$ cat config.mk
export PLATFORM = sky130hd
export DESIGN_NAME = ahb_sram_slave_if
export DESIGN_NICKNAME = d
export VERILOG_FILES = /design/src/rtl/ahb_sram_slave_if_pkg.sv /design/src/rtl/ahb_sram_slave_if.sv
export SDC_FILE = /design/constraint.sdc
export NUM_CORES = 1
export LEC_CHECK = 0
export ABC_AREA = 1
export BUFFER_PORTS_ARGS = -buffer_cell sky130_fd_sc_hd__buf_2
export CAP_MARGIN = 25
export CORE_ASPECT_RATIO = 0.75
export CORE_UTILIZATION = 47
export CTS_BUF_LIST = sky130_fd_sc_hd__clkbuf_8
export DETAILED_ROUTE_END_ITERATION = 12
export HOLD_SLACK_MARGIN = 0.15
export PLACE_DENSITY = 0.85
export SETUP_SLACK_MARGIN = 0.2
export SYNTH_ARGS = -nofsm -noshare
export SYNTH_HDL_FRONTEND = slang
export SYNTH_SLANG_ARGS = --single-unit
$ cat constraint.sdc
create_clock -name HCLK -period 1.7 [get_ports HCLK]
set_input_delay 0.17 -clock HCLK [delete_from_list [all_inputs] [get_ports HCLK]]
set_output_delay 0.17 -clock HCLK [all_outputs]
set_load 0.05 [all_outputs]
$ cat src/rtl/ahb_sram_slave_if_pkg.sv
// Shared definitions for the AHB-Lite SRAM slave front end: bus codes,
// controller state encoding and the transfer-legality rule.
package ahb_sram_pkg;

    localparam logic [1:0] HTRANS_IDLE   = 2'b00;
    localparam logic [1:0] HTRANS_BUSY   = 2'b01;
    localparam logic [1:0] HTRANS_NONSEQ = 2'b10;
    localparam logic [1:0] HTRANS_SEQ    = 2'b11;

    localparam logic [2:0] HSIZE_BYTE = 3'b000;
    localparam logic [2:0] HSIZE_HALF = 3'b001;
    localparam logic [2:0] HSIZE_WORD = 3'b010;

    typedef enum logic [2:0] {
        S_IDLE,
        S_WDATA,
        S_REQ,
        S_WAIT,
        S_DONE,
        S_ERR1,
        S_ERR2
    } state_t;

    // Byte, naturally aligned half-word and naturally aligned word only.
    function automatic logic legal_xfer(input logic [2:0] size, input logic [1:0] addr_lo);
        logic ok;
        case (size)
            HSIZE_BYTE: ok = 1'b1;
            HSIZE_HALF: ok = ~addr_lo[0];
            HSIZE_WORD: ok = (addr_lo == 2'b00);
            default:    ok = 1'b0;
        endcase
        return ok;
    endfunction

endpackage

$ cat src/rtl/ahb_sram_slave_if.sv
// AHB-Lite slave front end: turns AHB address/data phases into single-pulse
// SRAM controller requests, inserting wait states until the controller acks.
module ahb_sram_slave_if
    import ahb_sram_pkg::*;
#(
    parameter int unsigned AHB_DWIDTH  = 32,
    parameter int unsigned SRAM_AWIDTH = 20
) (
    input  logic                   HCLK,
    input  logic                   aresetn,
    input  logic                   HSEL,
    input  logic [31:0]            HADDR,
    input  logic [1:0]             HTRANS,
    input  logic                   HWRITE,
    input  logic [2:0]             HSIZE,
    input  logic [AHB_DWIDTH-1:0]  HWDATA,
    input  logic                   HREADYIN,
    output logic                   HREADYOUT,
    output logic                   HRESP,
    output logic [AHB_DWIDTH-1:0]  HRDATA,
    output logic                   sram_req,
    output logic                   sram_write,
    output logic [2:0]             sram_size,
    output logic [SRAM_AWIDTH-1:0] sram_addr,
    output logic [AHB_DWIDTH-1:0]  sram_wdata,
    input  logic                   sram_ack,
    input  logic [AHB_DWIDTH-1:0]  sram_rdata,
    input  logic                   sram_busy
);

    state_t                 r_state;
    state_t                 w_next;
    logic                   w_open;
    logic                   w_accept;
    logic                   w_legal;
    logic                   w_hready;
    logic                   w_hresp;
    logic                   w_req;
    logic [SRAM_AWIDTH-1:0] r_addr;
    logic [2:0]             r_size;
    logic                   r_write;
    logic [AHB_DWIDTH-1:0]  r_wdata;
    logic [AHB_DWIDTH-1:0]  r_hrdata;
    logic                   w_unused;

    assign w_unused = ^{HTRANS[0], HADDR[31:SRAM_AWIDTH]};

    // A new address phase is only sampled in states that drive HREADYOUT high.
    assign w_open   = (r_state == S_IDLE) || (r_state == S_DONE) || (r_state == S_ERR2);
    assign w_accept = w_open & HSEL & HREADYIN & HTRANS[1];
    assign w_legal  = legal_xfer(HSIZE, HADDR[1:0]);

    always_comb begin
        w_next   = r_state;
        w_hready = 1'b1;
        w_hresp  = 1'b0;
        w_req    = 1'b0;
        case (r_state)
            S_IDLE, S_DONE, S_ERR2: begin
                w_hresp = (r_state == S_ERR2);
                if (w_accept) begin
                    if (!w_legal)
                        w_next = S_ERR1;
                    else if (HWRITE)
                        w_next = S_WDATA;
                    else
                        w_next = S_REQ;
                end else begin
                    w_next = S_IDLE;
                end
            end
            S_WDATA: begin
                w_hready = 1'b0;
                w_next   = S_REQ;
            end
            S_REQ: begin
                w_hready = 1'b0;
                if (!sram_busy) begin
                    w_req  = 1'b1;
                    w_next = S_WAIT;
                end
            end
            S_WAIT: begin
                w_hready = 1'b0;
                if (sram_ack)
                    w_next = S_DONE;
            end
            S_ERR1: begin
                w_hready = 1'b0;
                w_hresp  = 1'b1;
                w_next   = S_ERR2;
            end
            default: w_next = S_IDLE;
        endcase
    end

    always_ff @(posedge HCLK or negedge aresetn) begin
        if (!aresetn) begin
            r_state  <= S_IDLE;
            r_addr   <= '0;
            r_size   <= '0;
            r_write  <= 1'b0;
            r_wdata  <= '0;
            r_hrdata <= '0;
        end else begin
            r_state <= w_next;
            if (w_accept) begin
                r_addr  <= HADDR[SRAM_AWIDTH-1:0];
                r_size  <= HSIZE;
                r_write <= HWRITE;
            end
            if (r_state == S_WDATA)
                r_wdata <= HWDATA;
            // Acks are honoured only while a request is outstanding.
            if ((r_state == S_WAIT) && sram_ack && !r_write)
                r_hrdata <= sram_rdata;
        end
    end

    assign HREADYOUT  = w_hready;
    assign HRESP      = w_hresp;
    assign HRDATA     = r_hrdata;
    assign sram_req   = w_req;
    assign sram_write = r_write;
    assign sram_size  = r_size;
    assign sram_addr  = r_addr;
    assign sram_wdata = r_wdata;

endmodule

==> metrics.md, run 1 <==
| Metric | Value |
|---|---|
| Initial DRC Count | `314` |
| Compound-Gate Fraction of Synth Area | `11.2%` |
| Min-delay worst type | `in2reg` |
| Register area share after synthesis | `59.2%` |
| Hold EP | `r_state[0]` |
| Most frequent cells in the layout | `buf_2 (181), nand2_1 (139), dfrtp_1 (89), dlygate4sd3_1 (89), inv_1 (39)` |
| YS warnings | `0` |
| DR pass1 iterations | `5` |
| Crit path time final | `1580 ps` |
| Clock latency on the worst-skew pair | `350 ps` |
| Max Fclk | `635 MHz` |
| Core Area | `7920 µm²` |
| Largest family of logic cells by synthesized area | `simple AND/OR/NAND/NOR gates` |
| Layout cells sized above 1 | `39.8%` |
| Final setup skew | `7.04 ps` |
| First-pass GRT wire length | `18.8 mm` |
| Multiplexer area fraction after synthesis | `0%` |
| Port Buffers | `185` |
| DPL Wire Length | `6.78 mm` |
| Multi-input logic area | `1330 µm²` |
| Final hold viol count | `0` |
| H-tree Lvls | `3` |
| Crit-path max cell delay | `430 ps` |
| Mapped Avg Cell Area | `9.22 µm²` |
| Final Max Slew Viols | `0` |
| Seq pwr share | `28.2%` |
| Most common cell after layout, fill and taps aside | `buf_2` |
| # fillers | `490` |
| Via-per-instance ratio | `5.06` |
| Cts bufs inserted | `9` |
| Clk pwr share | `11.4%` |
| Worst flop-to-flop path startpoint | `r_state[2]` |
| Root Buffer | `clkbuf_8` |
| Maximum number of pins on one net before global-route repair | `65` |
| Setup Viol. Count Final | `0` |
| Post-synthesis xor/xnor area fraction | `0%` |
| Via count | `4129` |
| RSZ-0062 raised after global routing | `true` |
| Synth top area share | `59.2%` |
| Layout Utilization | `79.7%` |
| Total grt overflow | `0` |
| Worst Path Required | `1940 ps` |
| Nets | `816` |
| Syn Std Cell Area | `3840 µm²` |
| Hold Path Cell Cnt | `4` |
| Gpl congestion | `0.773` |
| Synth cell types | `19` |
| Post-Syn Instances | `417` |
| Number of global-route vias before repair | `4021` |
| Switching Fraction | `54.5%` |
| Max-Cap Viols | `0` |
| Sink Count | `91` |
| Hold path startpoint | `sram_ack` |
| Chip height | `80.3 µm` |
| Largest fanout on the critical path | `16` |
| RR Endpoint | `HRDATA[11]` |
| Post-synthesis adder-cell area fraction | `0%` |
| Register area | `2280 µm²` |
| Std cell rows | `28` |
| Cell Area, Placed | `4870 µm²` |
| Die Wd | `106 µm` |
| Wirelength per Cell | `16.2 µm` |
| Reg clk slew, reported paths | `90 ps` |
| Setup CP Type | `reg2reg` |
| Synth Area in Simple Gates | `21.7%` |
| Gate power share | `60.5%` |
| Initial antenna violation count | `0` |
| Critical-path cell list | `inv_4, nand2_4, buf_4, nor2_4, nand3_4, clkbuf_16, nand2_1, o21ai_2` |
| ANT nets after route | `0` |
| Internal power | `6.30 mW` |
| CTS tree | `yes` |
| Slew margin rel. | `64.9%` |
| # diodes | `0` |
| CP Launch Type | `flop` |
| Register-to-register setup slack | `120 ps` |
| Worst IR Drop VDD | `1.30 mV` |
| Full die area | `8550 µm²` |
| Pwr dens | `2190 nW/µm²` |
| Area Overhead vs Synth | `64.1%` |
| Dominant cell type by area after synthesis | `dfrtp_1` |
| Fin crit share | `92.7%` |
| Crit-path slowest cell | `dfrtp_1` |
| # IOs | `199` |
| Setup crit end kind | `flop` |
| Worst Reg-to-Reg Cells | `8` |
| Clock tree buffer depth | `2` |
| DRC viols | `0` |
| Post-route cell area | `6310 µm²` |
| Least-Margin Pin Slew | `525 ps` |
| Leak | `3.46 nW` |
| Final TNS setup | `0 ps` |
| #FFs+latches synth | `91` |
| Drt total wl | `13.2 mm` |
| Switching pwr | `7.54 mW` |
| Initial core utilization | `48.6%` |
| Outcome | `completed` |
| CP arrival | `1810 ps` |
| Synth top area cells | `dfrtp_1 (59%), nand2_1 (14%), o21ai_2 (7.3%)` |
| Total GRT Usage | `28.8%` |
| Syn_nets | `525` |
-- what timing repair did --
action	in CTS	in global routing
hold endpoints to repair	164	0
endpoints found under the setup margin	3	58
cloned	0	6
hold buffers	89	0
pin swaps	2	3
setup buffers	6	7
gates resized for setup	12	24
-- flip-flops by register name, summed over array words and instances (netlist names) --
signal	cells
sram_addr	20
r_state	3
HRDATA	32
sram_size	3
sram_write	1
sram_wdata	32
-- synth_stat cells, drive strengths merged --
cell type  instances
nor3               1
a21oi              7
nand2            148
inv               42
nand4              1
dfrtp             91
o21ai             55
buf               19
nand3             36
clkbuf             4
nor2              13
-- worst max-delay path: cells and delay by family (launching register included) --
family	cells	cell delay, ps
buffers and inverters	3	490
AND/OR/NAND/NOR	4	470
flip-flops	1	430
AO/OA/AOI/OAI	1	80
-- final cells by class --
type | instances | share of cell area [%]
timing repair buffer | 303 | 34.8
tap | 105 | 2.08
inverter | 42 | 2.54
multi-input combinational | 261 | 21.0
clock buffer | 10 | 2.18
clock inverter | 4 | 1.21
sequential | 91 | 36.1
-- power by group through the flow --
stage	clock network (mW)	registers [mW]	logic [mW]
after global placement	0	3.77	7.22
after CTS	1.62	3.81	7.72
final	1.58	3.90	8.37
after detailed placement	0	3.83	7.39
after floorplan	0	7.52	1.93
after global routing	1.71	4.01	8.79
-- worst max-delay path by stage --
stage	start	endpoint	slack [ps]
global placement	r_state[2]	sram_wdata[2]	300
finish	r_state[2]	HRDATA[11]	120
CTS	r_state[2]	HREADYOUT	180
floorplan	r_state[2]	HREADYOUT	260
detailed placement	HTRANS[1]	r_state[2]	230
global route	r_state[2]	HRDATA[11]	70
-- through the flow --
stage | power [mW] | setup slack [ps] | hold slack (ps) | cells
2_1_floorplan | 9.44 | 257 | -126 | 417
3_3_place_gp | 11.0 | 300 | 128 | 694
3_5_place_dp | 11.2 | 235 | 134 | 694
4_1_cts | 13.2 | 178 | 155 | 803
5_1_grt | 14.5 | 69.7 | 222 | 816
6_report | 13.8 | 125 | 202 | 816
-- logic make-up after synthesis --
kind of cell	after synthesis
flops	91
buf+inv	65
compound gates	62
simple gates	199
-- routing by layer --
metal | up-vias | GRT usage, % | part of all wire (%)
li1 | 1880 | - | -
met5 | - | 0 | 0
met4 | 0 | 11.8 | 3.5
met1 | 1974 | 31.3 | 37
met3 | 46 | 8.52 | 8.2
met2 | 229 | 52.8 | 51
(Power assumes the default switching activity.)
==> run 2, diff against run 1 <==
--- a/config.mk
+++ b/config.mk
@@ -9,11 +9,11 @@
 export BUFFER_PORTS_ARGS = -buffer_cell sky130_fd_sc_hd__buf_2
 export CAP_MARGIN = 25
 export CORE_ASPECT_RATIO = 0.75
-export CORE_UTILIZATION = 47
+export CORE_UTILIZATION = 42
 export CTS_BUF_LIST = sky130_fd_sc_hd__clkbuf_8
 export DETAILED_ROUTE_END_ITERATION = 12
 export HOLD_SLACK_MARGIN = 0.15
-export PLACE_DENSITY = 0.85
+export PLACE_DENSITY = 0.8
 export SETUP_SLACK_MARGIN = 0.2
 export SYNTH_ARGS = -nofsm -noshare
 export SYNTH_HDL_FRONTEND = slang
==> constraint.sdc (replaced) <==
create_clock -name HCLK -period 1.4 [get_ports HCLK]
set_input_delay 0.14 -clock HCLK [delete_from_list [all_inputs] [get_ports HCLK]]
set_output_delay 0.14 -clock HCLK [all_outputs]
set_load 0.05 [all_outputs]
==> metrics.md, run 2 (synthesized netlist as in run 1, its figures left out) <==
| Metric | Value |
|---|---|
| Clock tree buffer depth | `2 (unchanged)` |
| Via-per-instance ratio | `5.03 (-0.68%)` |
| Gpl congestion | `0.775 (+0.25%)` |
| First-pass GRT wire length | `19.6 mm (+4.2%)` |
| Cell mode on critical path | `buf_6` |
| Initial DRC Count | `237 (-25%)` |
| Most common cell after layout, fill and taps aside | `buf_2` |
| Hold path startpoint | `sram_ack` |
| Clock latency on the worst-skew pair | `360 ps (about the same)` |
| Crit-path max cell delay | `420 ps (about the same)` |
| Drt total wl | `14.3 mm (+8.5%)` |
| Final setup margin | `-134 ps (-259 ps)` |
| Most frequent cells in the layout | `buf_2 (178), nand2_1 (114), dlygate4sd3_1 (90)` |
| DR pass1 iterations | `5 (unchanged)` |
| Final hold viol count | `0 (unchanged)` |
| Placed cells | `698 (+0.58%)` |
| H-tree Lvls | `3 (unchanged)` |
| Root Buffer | `clkbuf_8` |
| Fin cells | `825 (+1.1%)` |
| Crit path time final | `1530 ps (-40.7 ps)` |
| RSZ-0062 raised after global routing | `true` |
| Core Area | `8670 µm² (+9.5%)` |
| # fillers | `497 (+1.4%)` |
| Crit-path slowest cell | `dfrtp_1` |
| Layout cells sized above 1 | `48.0% (+8.2 points)` |
| Worst flop-to-flop path startpoint | `r_state[0]` |
| Final setup skew | `15.7 ps (+8.67 ps)` |
| Area Overhead vs Synth | `77.4%` |
| Port Buffers | `185 (unchanged)` |
| Initial core utilization | `44.3% (-4.2 points)` |
| Min-delay worst type | `in2reg` |
| # diodes | `0 (unchanged)` |
| DPL Wire Length | `6.58 mm (-3.0%)` |
| Maximum number of pins on one net before global-route repair | `65 (unchanged)` |
| Largest fanout on the critical path | `8 (-8)` |
| Chip height | `84.9 µm (+5.6%)` |
| Setup CP Type | `reg2reg` |
| Post-route cell area | `6820 µm² (+8.0%)` |
| Final Max Slew Viols | `0 (unchanged)` |
| Full die area | `9550 µm² (+12%)` |
| Setup crit end kind | `flop` |
| CP arrival | `1770 ps (-40 ps)` |
| DRC viols | `0 (unchanged)` |
| Slew margin rel. | `74.3% (+9.4 points)` |
| CP Launch Type | `flop` |
| Total grt overflow | `0 (unchanged)` |
| CP startpoint | `r_state[0]` |
| Wirelength per Cell | `17.3 µm (+7.3%)` |
| ANT nets after route | `0 (unchanged)` |
| Failing checks | `negative setup slack` |
| Setup Viol. Count Final | `67 (+67)` |
| Layout Utilization | `78.6% (-1.1 points)` |
| Worst IR Drop VDD | `1.71 mV (+32%)` |
| Std cell rows | `29 (+3.6%)` |
| Max-Cap Viols | `0 (unchanged)` |
| # IOs | `199 (unchanged)` |
| Initial antenna violation count | `0 (unchanged)` |
| Least-Margin Pin Slew | `384 ps (-141 ps)` |
| Pwr dens | `2600 nW/µm² (+18%)` |
| Top delay family on crit path | `buffers and inverters` |
| Cts bufs inserted | `9 (unchanged)` |
| Reg clk slew, reported paths | `90 ps (about the same)` |
| Critical-path cell list | `inv_2, buf_6, buf_6, nor2_4, nand3_4, clkbuf_16, nand2_4, o21ai_2` |
| Outcome | `finished, violations left` |
| Total GRT Usage | `26.3% (-2.4 points)` |
| Cell Area, Placed | `4910 µm² (+0.90%)` |
| Worst Path Required | `1640 ps (-300 ps)` |
| Nets | `821 (+0.61%)` |
| Fin crit share | `110% (+17 points)` |
| Die Wd | `112 µm (+5.7%)` |
| Max Fclk | `652 MHz (+2.7%)` |
| Leak | `3.56 nW (+3.0%)` |
| CTS tree | `yes` |
| Number of global-route vias before repair | `3976 (-1.1%)` |
| Sink Count | `91 (unchanged)` |
| Via count | `4146 (+0.41%)` |
| WP buf/inv | `4 (+1)` |
run 2: cell count changes in the layout (fill, tap and decap cells not counted), moves of 8 or more:
cell / before / now
nand3_4: 1 / 9
nand2_1: 139 / 114
nand3_2: 0 / 24
buf_6: 5 / 16
nand2_2: 7 / 20
nand2_4: 2 / 14
buf_4: 19 / 7
nand3_1: 35 / 3
run 2: per-stage QoR:
stage	setup slack [ps]	hold WS, ps	setup TNS, ps	power (mW)
6_report	-134	155	-5180	17.7
5_1_grt	-179	166	-9360	18.4
4_1_cts	-85.2	155	-1620	16.4
3_5_place_dp	7.46	-19.7	0	13.7
3_3_place_gp	98.9	-19.4	0	13.5
2_1_floorplan	167	-156	0	11.5
run 2: final timing paths:
path                       slack (ps)              to  cells past startpoint
hold reg to reg                   480  sram_wdata[19]                      2
max in group asynchronous         280  sram_wdata[21]                      3
setup reg to reg                 -130       HRDATA[8]                      8
setup / recovery                 -130       HRDATA[8]                      8
min in group asynchronous         330   sram_wdata[5]                      3
hold / removal                    150      r_state[0]                      4
run 2: cell type report:
class | count | area [µm²] | share of cell area (%)
clock buffer | 11 | 151 | 2.22
clock inverter | 4 | 42.5 | 0.624
inverter | 42 | 158 | 2.31
multi-input combinational | 261 | 1700 | 24.9
sequential | 91 | 2280 | 33.4
tap | 108 | 135 | 1.98
timing repair buffer | 308 | 2360 | 34.6
run 2: repair_timing:
item	in CTS	in global routing
setup buffers	12	1
endpoints found under the setup margin	94	95
pin swaps	16	35
hold buffers	90	0
gates cloned	3	6
resized for setup	32	97
endpoints found under the hold margin	181	0
run 2: tightest hold or removal path, stage by stage:
cell and delay (ps):
buf_2 120, nor3_1 60, nor2_1 100, nand2_1 60
run 2: routing by layer:
layer / track usage, % / part of all wire, %
met4: 9.70 / 2.3
met5: 0 / 0
met3: 6.50 / 8.2
met1: 31.7 / 40
met2: 46.2 / 50
run 2: where the power goes:
group          leakage (nW)  internal (mW)  switching [mW]
clock network         0.108          0.900           0.893
registers              1.13           3.96           0.955
logic                  2.32           3.07            7.94
total                  3.56           7.92            9.79
==> run 3, diff against run 2 <==
--- a/config.mk
+++ b/config.mk
@@ -5,11 +5,10 @@
 export SDC_FILE = /design/constraint.sdc
 export NUM_CORES = 1
 export LEC_CHECK = 0
-export ABC_AREA = 1
 export BUFFER_PORTS_ARGS = -buffer_cell sky130_fd_sc_hd__buf_2
 export CAP_MARGIN = 25
 export CORE_ASPECT_RATIO = 0.75
-export CORE_UTILIZATION = 42
+export CORE_UTILIZATION = 41
 export CTS_BUF_LIST = sky130_fd_sc_hd__clkbuf_8
 export DETAILED_ROUTE_END_ITERATION = 12
 export HOLD_SLACK_MARGIN = 0.15
==> constraint.sdc (replaced) <==
create_clock -name HCLK -period 1.4 [get_ports HCLK]
set_input_delay 0.07 -clock HCLK [delete_from_list [all_inputs] [get_ports HCLK]]
set_output_delay 0.07 -clock HCLK [all_outputs]
set_load 0.05 [all_outputs]
==> metrics.md, run 3 <==
| Metric | Value |
|---|---|
| Final setup margin | `-175 ps (-40.6 ps)` |
| Cell Area, Placed | `4840 µm² (-1.4%)` |
| Area Overhead vs Synth | `76.7%` |
| CP Launch Type | `flop` |
| CTS tree | `yes` |
| Std cell rows | `29 (unchanged)` |
| YS warnings | `0 (unchanged)` |
| Fin cells | `634 (-23%)` |
| Syn Std Cell Area | `3560 µm² (-7.5%)` |
| RR Endpoint | `HRDATA[25]` |
| # diodes | `0 (unchanged)` |
| Mapped Avg Cell Area | `16.6 µm² (+80%)` |
| DR pass1 iterations | `4 (-1)` |
| Max Fclk | `635 MHz (-2.6%)` |
| Synth top area share | `64.0% (+4.8 points)` |
| Setup crit end kind | `flop` |
| Register area share after synthesis | `64.0% (+4.8 points)` |
| Final setup skew | `6.41 ps (-9.30 ps)` |
| First-pass GRT wire length | `14.9 mm (-24%)` |
| Post-Syn Instances | `215 (-48%)` |
| Setup CP Type | `reg2reg` |
| Post-route cell area | `6290 µm² (-7.8%)` |
| Drt total wl | `10.9 mm (-24%)` |
| Core Area | `8450 µm² (-2.5%)` |
| # IOs | `199 (unchanged)` |
| Die Wd | `110 µm (-2.6%)` |
| #FFs+latches synth | `91 (unchanged)` |
| Total GRT Usage | `22.3% (-4.0 points)` |
| Gpl congestion | `0.747 (-3.6%)` |
| Port Buffers | `185 (unchanged)` |
| Initial antenna violation count | `0 (unchanged)` |
| Final Max Slew Viols | `0 (unchanged)` |
| Worst Path Required | `1640 ps (about the same)` |
| Sink Count | `91 (unchanged)` |
| Critical-path cell list | `buf_4, and4bb_2, nand2_4, clkbuf_16, mux2_2` |
| Total grt overflow | `0 (unchanged)` |
| Reg clk slew, reported paths | `90 ps (about the same)` |
| Crit-path max cell delay | `420 ps (about the same)` |
| Min Hold Slack | `148 ps (-7.23 ps)` |
| Dominant cell type by area after synthesis | `dfrtp_1` |
| Pwr dens | `2670 nW/µm² (+2.9%)` |
| Least-Margin Pin Slew | `262 ps (-122 ps)` |
| Nets | `629 (-23%)` |
| CP startpoint | `r_state[2]` |
| Chip height | `82.7 µm (-2.6%)` |
| Min-delay worst type | `in2async` |
| Clock tree buffer depth | `2 (unchanged)` |
| H-tree Lvls | `3 (unchanged)` |
| Worst IR Drop VDD | `1.80 mV (+5.0%)` |
| Root Buffer | `clkbuf_8` |
| Synth top area cells | `dfrtp_1 (64%), mux2_2 (28%), buf_6 (1.6%)` |
| Crit path time final | `1580 ps (+40.6 ps)` |
| Initial core utilization | `42.1% (-2.2 points)` |
| RSZ-0062 raised after global routing | `true` |
| Via count | `3008 (-27%)` |
| Largest fanout on the critical path | `8 (unchanged)` |
| Most common cell after layout, fill and taps aside | `buf_2` |
| Post-synth EDFFs | `0 (unchanged)` |
| Syn_nets | `323 (-38%)` |
| Clock latency on the worst-skew pair | `350 ps (about the same)` |
| Synth cell types | `26 (+7)` |
| DRC viols | `0 (unchanged)` |
| Final hold viol count | `0 (unchanged)` |
| Layout cells sized above 1 | `62.4% (+14 points)` |
| Asr flop ratio synth | `100% (unchanged)` |
| DPL Wire Length | `5.94 mm (-9.8%)` |
| Total Power | `16.8 mW (-5.1%)` |
| Worst Reg-to-Reg Cells | `5 (-3)` |
| Full die area | `9060 µm² (-5.1%)` |
| Max-Cap Viols | `0 (unchanged)` |
| Number of global-route vias before repair | `3023 (-24%)` |
| Most frequent cells in the layout | `buf_2 (180), dlygate4sd3_1 (92), dfrtp_1 (87)` |
| Fin crit share | `113% (+2.9 points)` |
| Most frequent cell after synthesis | `dfrtp_1` |
| Leak | `3.14 nW (-12%)` |
| Worst flop-to-flop path startpoint | `r_state[2]` |
| ANT nets after route | `0 (unchanged)` |
| Outcome | `finished, violations left` |
| Cts bufs inserted | `9 (unchanged)` |
| Setup Viol. Count Final | `90 (+34%)` |
| Register-to-register setup slack | `-180 ps (-40 ps)` |
| Initial DRC Count | `74 (-69%)` |
| Top FF cell, synth | `dfrtp_1` |
| CP arrival | `1810 ps (+40 ps)` |
| Wirelength per Cell | `17.1 µm (-1.3%)` |
| Crit-path slowest cell | `dfrtp_2` |
| Critical path capture point | `HRDATA[25]` |
| Failing checks | `negative setup slack` |
| Placed cells | `514 (-26%)` |
| Slew margin rel. | `82.4% (+8.1 points)` |
| Maximum number of pins on one net before global-route repair | `49 (-25%)` |
| Via-per-instance ratio | `4.74 (-5.6%)` |
| Top cells by count, synth | `dfrtp_1 (91), mux2_2 (87), buf_6 (5)` |
run 3: per-layer routing:
| layer | global-route usage [%] | share of wire, % | up-vias |
|---|---|---|---|
| met3 | 5.65 | 5.9 | 11 |
| met2 | 40.9 | 51 | 124 |
| li1 | - | - | 1377 |
| met5 | 0 | 0 | - |
| met1 | 25.6 | 42 | 1496 |
| met4 | 7.33 | 1.2 | 0 |
run 3: cells by family (layout without fill, tap and decap cells):
group | after synthesis | in the layout | share of synthesized area, %
mux | 90 | 90 | 28.4
xor+xnor | 1 | 1 | 0.246
buf+inv | 10 | 321 | 2.57
compound gates | 10 | 10 | 1.90
flops | 91 | 91 | 64.0
simple gates | 13 | 13 | 2.88
run 3: worst max-delay path: cells and delay by family (launching register included):
| family | cells | cell delay (ps) |
|---|---|---|
| muxes | 1 | 270 |
| and+or+nand+nor | 2 | 420 |
| buffers and inverters | 2 | 340 |
| DFF | 1 | 420 |
run 3: per-stage QoR:
stage,util [%],setup TNS [ps],setup WS (ps)
2_1_floorplan,-,-6580,-141
3_3_place_gp,57.3,-1210,-31.4
3_5_place_dp,57.3,-2700,-73.0
4_1_cts,72.1,-11070,-158
5_1_grt,74.4,-15280,-218
6_report,74.4,-12560,-175
run 3: repair_timing:
action                                  4_1_cts  5_1_grt
hold buffers                                 92        0
hold endpoints to repair                    182        0
endpoints found under the setup margin       93       95
gates cloned                                  1        5
buffers inserted                              5        1
gates resized for setup                      16       22
pin swaps                                     3        3
run 3: power breakdown:
part           switching [mW]  internal [mW]
Sequential              0.737           3.96
Clock                   0.921           1.00
Combinational            6.57           3.62
run 3: layout make-up:
type,count,area (µm²)
clock buffer,9,124
clock inverter,7,92.6
fill,534,2170
multi-input combinational,114,1390
sequential,91,2280
tap,108,135
timing repair buffer,305,2260
run 3: how the worst min path moves through the flow:
| stage | cells past startpoint | slack (ps) | to | start |
|---|---|---|---|---|
| final | 2 | 150 | sram_wdata[21] | aresetn |
| after floorplan | 0 | -230 | HRDATA[0] | aresetn |
| after CTS | 2 | 110 | sram_wdata[17] | aresetn |
| after detailed placement | 1 | -40 | sram_wdata[21] | aresetn |
| after global placement | 1 | -50 | sram_wdata[21] | aresetn |
| after global routing | 2 | 150 | sram_wdata[21] | aresetn |
